## config.mk

```make
export PLATFORM = sky130hd
export DESIGN_NAME = instr_sequencer
export DESIGN_NICKNAME = d
export VERILOG_FILES = /design/src/rtl/instr_sequencer.sv
export SDC_FILE = /design/constraint.sdc
export NUM_CORES = 1
export LEC_CHECK = 0
export CAP_MARGIN = 10
export CORE_ASPECT_RATIO = 0.5
export CORE_MARGIN = 5
export CORE_UTILIZATION = 45
export CTS_CLUSTER_SIZE = 12
export DETAILED_ROUTE_END_ITERATION = 6
export PLACE_DENSITY_LB_ADDON = 0.05
export SLEW_MARGIN = 20
export SYNTH_ARGS = -nofsm -noshare
export SYNTH_HDL_FRONTEND = slang
export SYNTH_SLANG_ARGS = --single-unit
```

## constraint.sdc

```tcl
create_clock -name clk -period 4.3 [get_ports clk]
set_input_delay 1.075 -clock clk [delete_from_list [all_inputs] [get_ports clk]]
set_output_delay 1.075 -clock clk [all_outputs]
set_load 0.01 [all_outputs]
```

## src/rtl/instr_sequencer.sv

```systemverilog
// Multi-cycle instruction sequencer: fetch, decode, execute and write back
// an 8-bit instruction against an external 4-entry register file.
module instr_sequencer #(
    parameter logic [7:0] PC_RESET = 8'h00
) (
    input  logic       clk,
    input  logic       reset,
    input  logic       instrValid,
    input  logic [7:0] instr,
    output logic       instrReady,
    output logic [7:0] pc,
    output logic [1:0] readReg1,
    output logic [1:0] readReg2,
    input  logic [7:0] readData1,
    input  logic [7:0] readData2,
    output logic [1:0] writeReg,
    output logic [7:0] writeData,
    output logic       sigRegWrite
);

    typedef enum logic [1:0] {FETCH, DECODE, EXEC, WB} state_t;

    state_t     state_q, state_d;
    logic [7:0] pc_q, pc_d;
    logic [7:0] ir_q, ir_d;
    logic [7:0] result_q, result_d;
    logic       ready_q, ready_d;
    logic       wr_q, wr_d;

    logic [1:0] op;
    logic [7:0] imm_ext;
    logic [7:0] jmp_off;

    assign op      = ir_q[7:6];
    assign imm_ext = {{6{ir_q[1]}}, ir_q[1:0]};
    assign jmp_off = {{2{ir_q[5]}}, ir_q[5:0]};

    always_comb begin
        state_d  = state_q;
        pc_d     = pc_q;
        ir_d     = ir_q;
        result_d = result_q;
        unique case (state_q)
            FETCH: begin
                if (instrValid) begin
                    ir_d    = instr;
                    state_d = DECODE;
                end
            end
            DECODE: state_d = EXEC;
            EXEC: begin
                unique case (op)
                    2'b00: result_d = readData1 + readData2;
                    2'b01: result_d = readData1 + imm_ext;
                    2'b10: result_d = readData1 - readData2;
                    2'b11: result_d = result_q;
                endcase
                state_d = WB;
            end
            WB: begin
                if (op == 2'b11) pc_d = pc_q + 8'd1 + jmp_off;
                else             pc_d = pc_q + 8'd1;
                state_d = FETCH;
            end
        endcase
        // Handshake and write strobe are registered off the next state.
        ready_d = (state_d == FETCH);
        wr_d    = (state_d == WB) && (op != 2'b11);
    end

    always_ff @(posedge clk or posedge reset) begin
        if (reset) begin
            state_q  <= FETCH;
            pc_q     <= PC_RESET;
            ir_q     <= 8'h00;
            result_q <= 8'h00;
            ready_q  <= 1'b1;
            wr_q     <= 1'b0;
        end else begin
            state_q  <= state_d;
            pc_q     <= pc_d;
            ir_q     <= ir_d;
            result_q <= result_d;
            ready_q  <= ready_d;
            wr_q     <= wr_d;
        end
    end

    assign instrReady  = ready_q;
    assign pc          = pc_q;
    assign readReg1    = ir_q[5:4];
    assign readReg2    = ir_q[3:2];
    assign writeReg    = (op == 2'b01) ? ir_q[3:2] : ir_q[1:0];
    assign writeData   = result_q;
    assign sigRegWrite = wr_q;

endmodule

```

==> flow_metrics.tcl <==
set metrics [dict create \
    yosys_warnings 0 \
    wl_per_cell_um 12.7 \
    cts_htree_levels 1 \
    p_leak_nw 1.23 \
    synth-async-reset-ratio_pct 100 \
    synth.distinct_cells 39 \
    tns_ns 0 \
    max-vdd-ir-drop_v 0.000312 \
    portBuffers 50 \
    synth_fp_nets 305 \
    syn_inst 250 \
    first_pass_iters 4 \
    grt_busiest_layer "met2" \
    cts_resized 0 \
    grt_pass1_wl_mm 7.79 \
    die_h_um 59.3 \
    cp_max_fo 4 \
    synth_seq_cells 28 \
    finalMaxSlewViolations 0 \
    maxSlewHeadroom_pct 59.6 \
    routed_wl_mm 4.56 \
    core_um2 4550 \
    status "finished clean" \
    power_mw 2.36 \
    fin_skew_ns 0.00975 \
    pin_count 51 \
    worst_pin_slew_ns 0.606 \
    max_clock_freq_ghz 0.291 \
    worst_setup_path_start_kind "primary input" \
    initial_core_util_pct 48.1 \
    grt_max_degree 29 \
    cts_buffers 3 \
    fp.dieW_um 109 \
    met1_usage_pct 19.1 \
    cts_tree "built" \
    hpwl_mm 3.65 \
    postCtsHoldBufs 0 \
    cpPeakStageDelay_ns 0.51 \
    hold_class "reg2reg" \
    cts_buffer_depth 2 \
    cts_root_buffer "clkbuf_8" \
    powerDensity_nw_per_um2 850 \
    antenna_found_initial 0 \
    crit_required_ns 4.48 \
    setup_viol 0 \
    overflow 0 \
    post-route-period-util_pct 80.0 \
    drtIter0Drc 55 \
    placementRows 17 \
    dieArea_um2 6450 \
    drive_gt1_share_pct 5.46 \
    cp_slowest_cell "clkdlybuf4s50_1" \
    netlist_area_um2 2190 \
    rsz0062_at_grt "no" \
    hold_violations 0 \
    clk_pin_slew_ns 0.10 \
    place_congestion 0.833 \
    cap_viol_max_count 0 \
    cts_setup_buffers 0 \
    drc_errors 0 \
    post-synth-top-count-cell "dfrtp_1" \
    ys_top_cells_by_area "dfrtp_1 (31%), ha_1 (15%), a21oi_1 (5.3%)" \
    syn_avg_cell_area_um2 8.76 \
    grt_use_met3_pct 3.48 \
    cts_sinks 28 \
    grt_usage_pct 14.8 \
    crit_arrival_ns 3.62 \
    worst-setup-path-type "in2reg" \
    num-nets-final 349 \
    seq_area_frac_synth_pct 32.0 \
    num_vias 1851 \
    antenna_cells 0 \
    routed_via_density 5.16 \
    insertion_delay_ns 0.28 \
    grt_pass1_vias 1823 \
    yosys.area.top_type "dfrtp_1" \
    synth-edff-count 0 \
    synth_flop_cell "dfrtp_1" \
    ant_nets 0 \
    crit_path_end_kind "flop" \
    globalRouteMet2Util_pct 26.2 \
    path_cells "clkdlybuf4s50_1 > inv_1 > ha_1 > inv_1 > a21oi_1 > a21oi_1 > nor2_1 > ha_1 > nor2b_1 > o21ai_0 > a21boi_0 > o21a_1 > o21a_1 > o31ai_1" \
    yosys-top-cells-count "dfrtp_1 (27), ha_1 (26), a21oi_1 (23), nand2_1 (23), o21ai_0 (22)" \
    period_needed_ns 3.44 \
    syn_to_final_growth_pct 26.5 \
    postLayoutCoreUtil_pct 60.9 \
    yosys.area.top_type_share_pct 30.8 \
]
[flip-flops by register name, indices dropped and copies added, names as in the netlist]
name and cells:
sigRegWrite 1, writeData 8, pc 8, ir_q 8
instrReady 1, state_q 2
[worst paths after layout]
check                      slack, ns                       end  cells past startpoint                start
max                             0.86  writeData[6]$_DFFE_PP0P_                     14         readData2[0]
min in group asynchronous       1.17         pc[2]$_DFFE_PP0N_                      2                reset
min reg2reg                     0.48         pc[7]$_DFFE_PP0N_                      1    pc[7]$_DFFE_PP0N_
min                             0.48         pc[7]$_DFFE_PP0N_                      1    pc[7]$_DFFE_PP0N_
max reg2reg                     1.22  writeData[6]$_DFFE_PP0P_                     13  ir_q[6]$_DFFE_PP0P_
max in group asynchronous       2.73       ir_q[0]$_DFFE_PP0P_                      2                reset
[metal layers]
layer  routed length [um]  vias up
li1                     -      957
met1                 2200      855
met2                 2160       37
met3                  190        2
met4                   10        0
met5                    0        -
[where the power goes]
part | switching, mW | internal [mW] | leakage (nW)
combinational | 0.838 | 0.824 | 0.869
clock | 0.0816 | 0.0820 | 0.0288
sequential | 0.128 | 0.401 | 0.334
[final cells by class]
class	count	area (um^2)
clock buffers	4	55.1
fillers	441	1780
inverters	18	67.6
multi-input cells	193	1360
flip-flops and latches	28	702
well taps	66	82.6
repair buffers	50	500
[worst max-delay path: cells and delay by family]
kind / cells / cell delay, ns
AOI/OAI and AO/OA: 7 / 1.17
adders and majority gates: 2 / 0.55
buffers and inverters: 3 / 0.64
and+or+nand+nor: 2 / 0.19
[metrics by stage]
step / worst slack, ns / hold slack, ns / std cells / instance area [um^2]
floorplan: 1.34 / 0.508 / 250 / 2190
global placement: 0.698 / 0.462 / 355 / 2720
detailed placement: 0.590 / 0.462 / 355 / 2720
CTS: 0.877 / 0.481 / 359 / 2770
global route: 0.633 / 0.508 / 359 / 2770
finish: 0.858 / 0.476 / 359 / 2770
[kinds of logic (layout without fill, tap and decap cells)]
kind of cell             after synthesis  count (layout)  synth area share (%)
adder cells (fa/ha/maj)               28              28                  16.7
XOR/XNOR                              16              16                  6.40
flip-flops                            28              28                  32.0
AND/OR/NAND/NOR                       64              64                  13.4
multiplexers                          11              11                  5.54
buffers and inverters                 29              72                  5.71
AO/OA/AOI/OAI                         74              74                  20.3
[placed cells by master (no fill, tap or decap), drive strengths merged, types with 2 or more instances in the layout]
| master | netlist | layout |
|---|---|---|
| a211oi | 3 | 3 |
| a21o | 3 | 3 |
| a21oi | 23 | 23 |
| a22o | 3 | 3 |
| a31oi | 2 | 2 |
| and3 | 3 | 3 |
| clkbuf | 6 | 4 |
| clkdlybuf4s50 | 0 | 50 |
| dfrtp | 27 | 27 |
| fa | 2 | 2 |
| ha | 26 | 26 |
| inv | 18 | 18 |
| mux2 | 9 | 9 |
| mux2i | 2 | 2 |
| nand2 | 23 | 23 |
| nand2b | 4 | 4 |
| nand3 | 2 | 2 |
| nor2 | 19 | 19 |
| nor2b | 2 | 2 |
| nor3 | 5 | 5 |
| o21a | 6 | 6 |
| o21ai | 23 | 23 |
| o21bai | 3 | 3 |
| o31ai | 3 | 3 |
| or3 | 2 | 2 |
| xnor2 | 9 | 9 |
| xor2 | 7 | 7 |
Note: power is estimated with default switching activity, not from simulation.
